`config.mk`:
```
export PLATFORM = sky130hd
export DESIGN_NAME = alu16_mul_seq
export DESIGN_NICKNAME = d
export VERILOG_FILES = /design/src/rtl/alu16_mul_seq.sv
export SDC_FILE = /design/constraint.sdc
export NUM_CORES = 1
export LEC_CHECK = 0
export ABC_AREA = 1
export BUFFER_PORTS_ARGS = -buffer_cell sky130_fd_sc_hd__buf_2
export CELL_PAD_IN_SITES_DETAIL_PLACEMENT = 0
export CELL_PAD_IN_SITES_GLOBAL_PLACEMENT = 1
export CORE_UTILIZATION = 33
export DETAILED_ROUTE_END_ITERATION = 8
export MAX_ROUTING_LAYER = met4
export PLACE_DENSITY = 0.78
export SLEW_MARGIN = 10
export SYNTH_ARGS = -nofsm -noshare
export SYNTH_HDL_FRONTEND = slang
export SYNTH_SLANG_ARGS = --single-unit
export TNS_END_PERCENT = 100
```
`constraint.sdc`:
```
create_clock -name clk -period 1.51 [get_ports clk]
set_clock_uncertainty 0.1 [all_clocks]
set_input_delay 0 -clock clk [delete_from_list [all_inputs] [get_ports clk]]
set_output_delay 0 -clock clk [all_outputs]
set_load 0.005 [all_outputs]
```
`src/rtl/alu16_mul_seq.sv`:
```
// Shift-and-add 16x16 multiplier controller (low 16 bits kept) that borrows an
// external combinational alu16 for every add and shift it performs.
module alu16_mul_seq #(
  parameter int          W      = 16,
  parameter logic [2:0]  OP_ADD = 3'b000,
  parameter logic [2:0]  OP_SHL = 3'b101
) (
  input  logic         clk,
  input  logic         rst_n,
  input  logic         start,
  input  logic [W-1:0] op_a,
  input  logic [W-1:0] op_b,
  output logic         busy,
  output logic         done,
  output logic [W-1:0] result,
  output logic         ovf,
  output logic [W-1:0] alu_a,
  output logic [W-1:0] alu_b,
  output logic [2:0]   alu_op,
  output logic         alu_cin,
  input  logic [W-1:0] alu_y,
  input  logic         alu_cout
);

  // Handshake: start is sampled only in S_IDLE; done is a one-cycle pulse and
  // result/ovf hold from that cycle until the next accepted start.
  typedef enum logic [1:0] {
    S_IDLE  = 2'd0,
    S_ADD   = 2'd1,
    S_SHIFT = 2'd2,
    S_DONE  = 2'd3
  } state_t;

  state_t       state;
  logic [W-1:0] p;
  logic [W-1:0] m;
  logic [W-1:0] q;
  logic [W-1:0] q_next;

  assign q_next = q >> 1;

  // ALU pins are a pure decode of the current state and datapath registers.
  always_comb begin
    alu_a   = '0;
    alu_b   = '0;
    alu_op  = OP_ADD;
    alu_cin = 1'b0;
    case (state)
      S_ADD: begin
        alu_a  = p;
        alu_b  = m;
        alu_op = OP_ADD;
      end
      S_SHIFT: begin
        alu_a  = m;
        alu_b  = '0;
        alu_op = OP_SHL;
      end
      default: begin
        alu_a  = '0;
        alu_b  = '0;
        alu_op = OP_ADD;
      end
    endcase
  end

  always_ff @(posedge clk or negedge rst_n) begin
    if (!rst_n) begin
      state  <= S_IDLE;
      p      <= '0;
      m      <= '0;
      q      <= '0;
      result <= '0;
      ovf    <= 1'b0;
      busy   <= 1'b0;
      done   <= 1'b0;
    end else begin
      done <= 1'b0;
      case (state)
        S_IDLE: begin
          if (start) begin
            m   <= op_a;
            q   <= op_b;
            p   <= '0;
            ovf <= 1'b0;
            if (op_b == '0) begin
              state  <= S_DONE;
              result <= '0;
              done   <= 1'b1;
              busy   <= 1'b0;
            end else if (op_b[0]) begin
              state <= S_ADD;
              busy  <= 1'b1;
            end else begin
              state <= S_SHIFT;
              busy  <= 1'b1;
            end
          end
        end
        S_ADD: begin
          p     <= alu_y;
          ovf   <= ovf | alu_cout;
          state <= S_SHIFT;
        end
        S_SHIFT: begin
          m <= alu_y;
          q <= q_next;
          // A bit shifted out of M only matters if a later add would use it.
          ovf <= ovf | (alu_cout & (q_next != '0));
          if (q_next == '0) begin
            state  <= S_DONE;
            result <= p;
            done   <= 1'b1;
            busy   <= 1'b0;
          end else if (q[1]) begin
            state <= S_ADD;
          end else begin
            state <= S_SHIFT;
          end
        end
        S_DONE: begin
          state <= S_IDLE;
        end
        default: begin
          state <= S_IDLE;
          busy  <= 1'b0;
        end
      endcase
    end
  end

endmodule

```
==> flow_metrics.py, run 1 <==
metrics = {
    "power_and_ir_drop": {
        "p_sw_mw": 6.854,
        "pwr-share-seq_pct": 22.7,
        "p_comb_share_pct": 66.4,
        "cell_internal_pwr_mw": 8.986,
        "p_clk_share_pct": 10.9,
        "max-vdd-ir-drop_v": 0.001065,
        "leakagePower_nw": 3.439,
        "p_sw_share_pct": 43.27,
        "powerDensity_nw_per_um2": 2300,
    },
    "placement": {
        "port_buffers": 104,
        "numPlacedInstances": 740,
        "gp_congestion": 0.8413,
        "post-dp-hpwl_um": 7464,
    },
    "yosys": {
        "synth-xor-area-share_pct": 0,
        "synth-simple-area-share_pct": 33.63,
        "synth_fa_ha_area_share_pct": 1.041,
        "ys_types": 22,
        "syn_inst": 502,
        "synthMuxAreaShare_pct": 0,
        "ys_seq_area_share_pct": 47.21,
        "synth_area_leader_cell": "dfrtp_1",
        "synth_top_area_share_pct": 47.21,
        "netlist_area_um2": 3605,
        "yosys_warnings": 0,
        "avgSynthCellArea_um2": 7.181,
        "ys_seq_elements": 68,
        "synth_top_family_by_area": "simple AND/OR/NAND/NOR gates",
        "synth-compound-area-share_pct": 9.163,
        "ys_top_cells_by_area": "dfrtp_1 (47%), nand2_1 (20%), nand3_1 (7.4%)",
    },
    "sta": {
        "max_freq_mhz": 550.4,
        "fin_ws_ns": -0.3068,
        "rsz0062_at_grt": "true",
        "maxSlewViolCount": 0,
        "fin_tns_setup_ns": -19.58,
        "hold_viol_final": 0,
        "fin_crit_sh_pct": 120.3,
        "finalWorstPathRequiredPeriod_ns": 1.817,
        "setup_viol": 100,
    },
    "cells_and_area": {
        "multi_input_area_um2": 2307,
        "seqCellArea_um2": 1702,
        "nets": 772,
        "fillers": 789,
        "area_growth_pct": 91.08,
        "fin_cells": 858,
        "drive_gt1_share_pct": 49.31,
        "diodes": 0,
    },
    "global_routing": {
        "grt_pass1_vias": 4199,
        "grt_max_degree": 69,
        "grt_pass1_wl_um": 21600,
        "grt_overflow": 0,
        "antenna_found_initial": 0,
        "grt_usage_pct": 25.58,
    },
    "worst_setup_path": {
        "crit_path_top_delay_cell": "dfrtp_1",
        "crit_family": "buffers and inverters",
        "crit_type": "reg2reg",
        "slowest_delay_ns": 0.38,
        "cp_max_fo": 7,
        "critical_path_buf_inv_count": 5,
        "worstSetupEndpointType": "flop",
        "required_ns": 1.69,
        "arrival_ns": 2.00,
        "startpoint_type": "flop",
        "path_cells": "inv_2 -> buf_6 -> ha_4 -> nor2_4 -> inv_4 -> nand2_8 -> buf_12 -> buf_16 -> nor2_2 -> a31oi_1",
    },
    "route": {
        "drt_first_iter_violations": 425,
        "num_vias": 4497,
        "postRouteWirelength_um": 15760,
        "wl_met2_um": 7754,
        "ant_nets": 0,
        "wl_met1_um": 6198,
        "dr_wl_met3_um": 1184,
        "dr.pass1.iters": 6,
        "routed.top_layer": "met4",
        "viasPerCell": 5.241,
        "drcViolationCount": 0,
        "post_drt_wl_per_cell_um": 18.37,
    },
    "outcome": {
        "status": "finished, violations left",
        "violations": "setup timing",
    },
    "die": {
        "die_y_um": 106.5,
        "rows": 37,
        "core_area_um2": 10460,
        "io_pins": 107,
        "initial_core_util_pct": 34.45,
        "die-area_um2": 11350,
        "die_w_um": 106.5,
    },
    "clock_tree": {
        "clock-sinks": 68,
        "clk_latency_ns": 0.37,
        "cts_buffers": 9,
        "cts_root_buf": "clkbuf_8",
        "path_clk_slew_ns": 0.08,
        "htreeDepth": 3,
        "tritoncts": "built",
        "clock_path_buffers": 2,
    },
    "run": {
        "drv_cap": 0,
    },
    "hold_path": {
        "hold_class": "in2reg",
    },
}
per-stage QoR:
step	cell area [µm²]	power (mW)	hold slack (ns)	util, %	setup slack [ns]
after global routing	6888	16.53	0.05315	65.83	-0.3270
after global placement	4492	8.348	-0.05051	42.93	-0.02342
after detailed placement	4492	8.461	-0.04536	42.93	-0.09825
final	6888	15.84	0.04538	65.83	-0.3068
after floorplan	3651	6.323	-0.3956	-	0.0001695
after CTS	6077	13.23	-0.003982	58.08	-0.2149
cell type report:
type	count	area share, %
Clock buffer	12	2.107
Clock inverter	4	1.054
Inverter	43	2.525
Multi-Input combinational cell	361	33.50
Sequential cell	68	24.70
Tap cell	136	2.470
Timing Repair Buffer	234	33.64
power groups by stage:
stage / sequential [mW] / clock (mW) / combinational, mW
floorplan: 3.21 / 0 / 3.11
global placement: 3.29 / 0 / 5.05
detailed placement: 3.32 / 0 / 5.14
CTS: 3.36 / 1.73 / 8.14
global route: 3.67 / 1.81 / 11.0
finish: 3.59 / 1.73 / 10.5
layout by cell type (no fill, tap or decap), types with 24 or more instances in the layout:
master and instances:
a31oi_1 24, buf_2 95, buf_4 26, buf_6 28
dfrtp_1 68, dlygate4sd3_1 50, nand2_1 134, nand2_2 40
nand3_1 37, nor2_1 25
kinds of logic after synthesis:
group / count (synthesis)
simple gates: 300
buf+inv: 75
flops: 68
compound gates: 55
fa+ha+maj: 3
other cells: 1
timing repair:
item | 4_1_cts | 5_1_grt
setup endpoints to repair | 99 | 100
resized for setup | 98 | 149
pin swaps | 7 | 32
cloned | 16 | 10
hold buffers | 50 | 0
setup buffers | 17 | 15
hold endpoints to repair | 120 | 0
sequential cells by signal, indices dropped and copies added (netlist names):
signal	count
p	16
result	16
done	1
q	15
m	16
ovf	1
state	2
busy	1
cells in the mapped netlist:
cell type and n:
buf_1 3, nand2_1 190, buf_6 1, inv_2 1, a31oi_1 30, a21oi_1 19, o221ai_1 1, dfrtp_1 68
nand2_2 3, o21ai_0 3, buf_4 4, buf_2 12, nor2_2 2, inv_1 42, nand2_4 1, clkbuf_1 12
nand3_1 53, a211oi_1 1, conb_1 1, a21oi_4 1, ha_1 3, nor2_1 51
final timing paths:
check / start / slack [ns] / endpoint / depth (start not counted)
worst max-delay path: state[1] / -0.31 / m[0] / 10
worst min register to register: result[5] / 0.38 / result[5] / 2
max in group asynchronous: rst_n / 0.91 / result[13] / 3
worst max register to register: state[1] / -0.31 / m[0] / 10
worst min-delay path: op_b[15] / 0.05 / done / 6
min in group asynchronous: rst_n / 0.07 / busy / 3
worst register-to-register path: stages, from the launching register on:
cell     delay [ns]
dfrtp_1        0.38
inv_2          0.07
buf_6          0.12
ha_4           0.19
nor2_4         0.16
inv_4          0.07
nand2_8        0.10
buf_12         0.17
buf_16         0.14
nor2_2         0.04
a31oi_1        0.18
routing by layer:
layer  GRT usage (%)  vias to the layer above
li1                -                     2047
met1           31.71                     2161
met2           41.09                      235
met3           4.169                       54
met4           11.55                        0
met5               -                        -
No activity file was read; power rests on OpenSTA's default activity.
==> run 2: changes to the inputs <==
PLACE_DENSITY = 0.83   (was 0.78)
==> run 2 against run 1 <==
Net effect:
- fmax grew 2.6%
- final cell count decreased by 2.4%
- hold slack worse by 0.027 ns
- register-to-register slack better by 0.09 ns
- core utilization is 8.6 points lower
- design area down 13%
- largest cell class unchanged
- non-clock buffer count shrank 21
- first-iteration DRC count decreased by 21%
- the run still ends with setup timing left
- wire length is 17% lower
- sequential power down 6.1%
- via count is 8.8% lower
==> flow_metrics.py, run 2 (synthesis gave the netlist of run 1 again) <==
metrics = {
    "clock_tree": {
        "cts_root_buf": "clkbuf_8",
        "tritoncts": "built",
        "clk_latency_ns": 0.35,
        "htreeDepth": 3,
        "clock_path_buffers": 2,
        "clock-sinks": 68,
        "cts_buffers": 9,
        "path_clk_slew_ns": 0.07,
    },
    "cells_and_area": {
        "diodes": 0,
        "drive_gt1_share_pct": 34.24,
        "fin_cells": 837,
        "final_common_cell": "nand2_1",
        "nets": 752,
        "largest_registers": "m: 16 flops, p: 16 flops, result: 16 flops",
        "area_growth_pct": 66.23,
        "final_cell_mix": "nand2_1 (170), buf_2 (105), dfrtp_1 (68), nand3_1 (51), dlygate4sd3_1 (50)",
    },
    "power_and_ir_drop": {
        "pwr-share-seq_pct": 26.4,
        "max-vdd-ir-drop_v": 0.0007846,
        "total_power_mw": 12.76,
        "leakagePower_nw": 3.181,
        "cell_internal_pwr_mw": 7.381,
        "p_comb_share_pct": 61.4,
        "powerDensity_nw_per_um2": 2130,
        "p_sw_mw": 5.379,
        "p_sw_share_pct": 42.16,
        "p_clk_share_pct": 12.3,
    },
    "worst_setup_path": {
        "crit_type": "reg2out",
        "arrival_ns": 1.67,
        "reg2reg_depth": 9,
        "r2r_start": "state[1]",
        "worstSetupEndpointType": "output port",
        "required_ns": 1.41,
        "startpoint_type": "flop",
        "worstReg2RegEnd": "result[8]",
        "rrSetupSlack_ns": -0.22,
        "cp_max_fo": 5,
    },
    "global_routing": {
        "grt_max_degree": 69,
        "grt_usage_pct": 23.54,
        "grt_pass1_wl_um": 20120,
        "antenna_found_initial": 0,
        "grt_pass1_vias": 3996,
        "grt_overflow": 0,
    },
    "route": {
        "drcViolationCount": 0,
        "num_vias": 4103,
        "ant_nets": 0,
        "dr_wl_met3_um": 738,
        "drt_first_iter_violations": 335,
        "wl_met1_um": 5637,
        "viasPerCell": 4.902,
        "postRouteWirelength_um": 13030,
        "wl_met2_um": 6366,
        "routed.top_layer": "met4",
        "dr.pass1.iters": 5,
        "post_drt_wl_per_cell_um": 15.57,
    },
    "die": {
        "die_y_um": 106.5,
        "initial_core_util_pct": 34.45,
        "rows": 37,
        "io_pins": 107,
        "core_area_um2": 10460,
        "die_w_um": 106.5,
        "die-area_um2": 11350,
    },
    "outcome": {
        "status": "finished, violations left",
        "violations": "setup timing",
    },
    "sta": {
        "finalWorstPathRequiredPeriod_ns": 1.770,
        "fin_crit_sh_pct": 117.2,
        "hold_viol_final": 0,
        "setup_viol": 97,
        "fin_ws_ns": -0.2603,
        "rsz0062_at_grt": "true",
        "maxSlewViolCount": 0,
        "whs_ns": 0.01849,
        "max_freq_mhz": 564.9,
    },
    "placement": {
        "place_ws_ns": -0.1027,
        "post-dp-hpwl_um": 7460,
        "port_buffers": 104,
        "gp_congestion": 0.8773,
        "numPlacedInstances": 743,
    },
    "hold_path": {
        "min_to": "state[1]",
        "hold_start": "start",
        "hold-path-cell-count": 5,
        "hold_class": "in2reg",
    },
    "run": {
        "drv_cap": 0,
    },
}
==> run 2: layout make-up <==
class / instances / area [µm²]
fill: 945 / 4471
timing repair buffer: 213 / 1877
multi-input combinational: 362 / 1872
sequential: 68 / 1702
inverter: 43 / 171.4
tap: 136 / 170.2
clock buffer: 11 / 151.4
clock inverter: 4 / 48.80
==> run 2: through the flow <==
stage                     cell area [µm²]  util (%)  TNS [ns]
after floorplan                      3651         -         0
after global placement               4502     43.03    -1.616
after detailed placement             4502     43.03    -4.452
after CTS                            5673     54.22    -12.14
after global routing                 5992     57.27    -22.50
final                                5992     57.27    -16.35
==> run 2: what timing repair did <==
item | in CTS | in global routing
hold buffers | 50 | 0
buffers inserted | 7 | 7
endpoints found under the hold margin | 119 | 0
pin swaps | 4 | 14
setup endpoints to repair | 99 | 101
gates cloned | 9 | 7
gates resized for setup | 48 | 38
==> run 2: per-layer routing <==
layer | track usage (%) | vias to the layer above
met5 | - | -
met4 | 11.64 | 0
met3 | 3.127 | 23
met2 | 36.78 | 162
met1 | 30.11 | 1936
li1 | - | 1982
==> run 2: power by group through the flow <==
stage	sequential (mW)	clock [mW]	combinational [mW]
2_1_floorplan	3.21	0	3.11
3_3_place_gp	3.29	0	5.08
3_5_place_dp	3.32	0	5.17
4_1_cts	3.30	1.58	6.83
5_1_grt	3.46	1.66	8.47
6_report	3.37	1.56	7.83
==> run 2: worst max-delay path, stage by stage, from the launching register on <==
cell and delay, ns:
dfrtp_1 0.40, inv_2 0.11, ha_4 0.18, buf_8 0.14, clkbuf_16 0.16, nand2_4 0.05, a21oi_2 0.14, buf_2 0.14
==> run 2: worst max path at each step <==
stage               slack, ns  startpoint  depth (start not counted)         to
detailed placement      -0.10    state[1]                          8      q[13]
global placement        -0.04    state[1]                          8       m[3]
CTS                     -0.24    state[0]                          7   alu_a[5]
finish                  -0.26    state[0]                          7   alu_a[5]
global route            -0.31    state[0]                          7   alu_a[4]
floorplan              0.0002    state[1]                          9  result[0]
==> run 3: changes to the inputs <==
BUFFER_PORTS_ARGS = -buffer_cell sky130_fd_sc_hd__clkbuf_2   (was -buffer_cell sky130_fd_sc_hd__buf_2)
==> run 3 against run 2 <==
Net effect:
- the run still ends with setup timing left
- final cell count grew 1.9%
- sequential power grew 4%
- hold slack improved by 0.064 ns
- clock power increased by 9.6%
- global-route usage up 1.2 points
- critical path depth unchanged
- count of clock-buffer cells in the layout shrank 2
- fmax decreased by 1.5%
- worst setup slack worse by 0.027 ns
- sequential cell count did not move
- die area stayed put
- core utilization grew 5.0 points
- critical path type unchanged
- critical endpoint is now alu_a[7]
- largest power group unchanged
- highest routed layer unchanged
==> flow_metrics.py, run 3 (synthesis gave the netlist of run 1 again) <==
metrics = {
    "outcome": {
        "status": "finished, violations left",
        "violations": "setup timing",
    },
    "global_routing": {
        "grt_pass1_vias": 4177,
        "grt_usage_pct": 24.77,
        "antenna_found_initial": 0,
        "grt_pass1_wl_um": 21240,
        "grt_max_degree": 69,
        "grt_overflow": 0,
    },
    "power_and_ir_drop": {
        "leakagePower_nw": 3.293,
        "p_clk_share_pct": 11.9,
        "cell_internal_pwr_mw": 8.269,
        "p_sw_share_pct": 42.64,
        "p_sw_mw": 6.148,
        "max-vdd-ir-drop_v": 0.0009726,
        "p_comb_share_pct": 63.8,
        "pwr-share-seq_pct": 24.3,
        "powerDensity_nw_per_um2": 2213,
    },
    "worst_setup_path": {
        "arrival_ns": 1.70,
        "rrSetupSlack_ns": -0.26,
        "slowest_delay_ns": 0.41,
        "r2r_start": "state[0]",
        "crit_start": "state[0]",
        "required_ns": 1.41,
        "crit_type": "reg2out",
        "crit_path_top_delay_cell": "dfrtp_1",
        "path_cells": "inv_2 -> ha_4 -> buf_6 -> clkbuf_16 -> nand2_1 -> a21oi_2 -> buf_2",
        "startpoint_type": "flop",
        "reg2reg_depth": 11,
        "worstReg2RegEnd": "m[2]",
        "cp_max_fo": 6,
        "worstSetupEndpointType": "output port",
    },
    "cells_and_area": {
        "final_common_cell": "nand2_1",
        "largest_registers": "m: 16 flops, p: 16 flops, result: 16 flops",
        "fin_area_um2": 6514,
        "fin_cells": 853,
        "nets": 767,
        "fillers": 862,
        "diodes": 0,
        "drive_gt1_share_pct": 43.10,
        "area_growth_pct": 80.70,
        "final_cell_mix": "nand2_1 (169), clkbuf_2 (92), dfrtp_1 (68), dlygate4sd3_1 (50), nand3_1 (36)",
    },
    "die": {
        "initial_core_util_pct": 34.45,
        "core_area_um2": 10460,
        "die_y_um": 106.5,
        "io_pins": 107,
        "die_w_um": 106.5,
        "rows": 37,
        "die-area_um2": 11350,
    },
    "clock_tree": {
        "cts_buffers": 9,
        "clk_latency_ns": 0.36,
        "clock_path_buffers": 2,
        "cts_root_buf": "clkbuf_8",
        "htreeDepth": 3,
        "path_clk_slew_ns": 0.08,
        "clock-sinks": 68,
        "tritoncts": "built",
    },
    "route": {
        "dr.pass1.iters": 5,
        "num_vias": 4381,
        "postRouteWirelength_um": 14190,
        "drt_first_iter_violations": 340,
        "ant_nets": 0,
        "viasPerCell": 5.136,
        "post_drt_wl_per_cell_um": 16.64,
        "drcViolationCount": 0,
    },
    "sta": {
        "fin_crit_sh_pct": 119.1,
        "maxSlewViolCount": 0,
        "rsz0062_at_grt": "true",
        "setup_viol": 92,
        "max_freq_mhz": 556.3,
        "finalWorstPathRequiredPeriod_ns": 1.798,
        "fin_ws_ns": -0.2877,
        "hold_viol_final": 0,
    },
    "hold_path": {
        "hold-path-cell-count": 5,
        "hold_start": "start",
        "min_to": "state[1]",
        "hold_class": "in2reg",
    },
    "placement": {
        "gp_congestion": 0.8587,
        "numPlacedInstances": 743,
        "port_buffers": 104,
        "post-dp-hpwl_um": 7568,
        "place_ws_ns": -0.1144,
        "placed_cell_area_um2": 4502,
    },
    "run": {
        "drv_cap": 0,
    },
}
==> run 3: changes by cell type in the layout (fill, tap and decap cells not counted), moves of 3 or more <==
cell,delta
a31oi_1,-3
buf_12,+4
buf_2,-93
buf_6,+6
buf_8,+3
clkbuf_2,+92
nand3_1,-15
nand3_2,+14
nor2_1,-31
nor2_2,+14
nor2_4,+17
==> run 3: how the worst max path moves through the flow <==
stage / cells past startpoint / end / slack (ns)
2_1_floorplan: 9 / result[0] / 0.0002
3_3_place_gp: 8 / state[0] / -0.06
3_5_place_dp: 8 / m[4] / -0.11
5_1_grt: 7 / alu_a[7] / -0.31
6_report: 7 / alu_a[7] / -0.29
4_1_cts: 7 / alu_b[1] / -0.21
==> run 3: power by group through the flow <==
stage | Combinational, mW | Sequential [mW] | Clock [mW]
floorplan | 3.11 | 3.21 | 0
CTS | 7.69 | 3.35 | 1.74
global placement | 5.06 | 3.32 | 0
detailed placement | 5.15 | 3.35 | 0
finish | 9.20 | 3.51 | 1.71
global route | 9.80 | 3.61 | 1.80
==> run 3: what timing repair did <==
| item | 4_1_cts | 5_1_grt |
|---|---|---|
| buffers inserted | 21 | 8 |
| pin swaps | 5 | 33 |
| hold buffers | 50 | 0 |
| setup endpoints to repair | 100 | 102 |
| resized for setup | 89 | 102 |
| endpoints found under the hold margin | 120 | 0 |
| cloned | 12 | 6 |
==> run 3: final cells by class <==
cell class	count	area, µm²	share of cell area (%)
clock buffer	9	123.9	1.902
timing repair buffer	229	2132	32.73
sequential	68	1702	26.12
inverter	43	171.4	2.632
tap	136	170.2	2.612
clock inverter	7	98.84	1.517
multi-input combinational	361	2116	32.48
==> run 3: worst max-delay path: cells and delay by family, from the launching register on <==
| family | cells | cell delay (ns) |
|---|---|---|
| and+or+nand+nor | 1 | 0.07 |
| AOI/OAI and AO/OA | 1 | 0.14 |
| adders and majority gates | 1 | 0.18 |
| buffers and inverters | 4 | 0.54 |
| DFF | 1 | 0.41 |
==> run 3: routing by layer <==
| metal | part of all wire, % | wire length [µm] | global-route usage, % |
|---|---|---|---|
| met5 | 0 | 0 | - |
| met4 | 4.1 | 585 | 10.67 |
| met3 | 4.8 | 678 | 2.943 |
| met2 | 50 | 7099 | 40.45 |
| met1 | 41 | 5829 | 31.06 |
==> run 3: through the flow <==
step           power [mW]  setup TNS [ns]  util, %  hold slack [ns]
5_1_grt             15.21          -22.07    62.26          0.09654
2_1_floorplan       6.323               0        -          -0.3956
4_1_cts             12.78          -13.55    57.50          0.02798
3_5_place_dp        8.496          -4.481    43.03         -0.04254
3_3_place_gp        8.373          -1.115    43.03         -0.05155
6_report            14.42          -17.54    62.26          0.08246
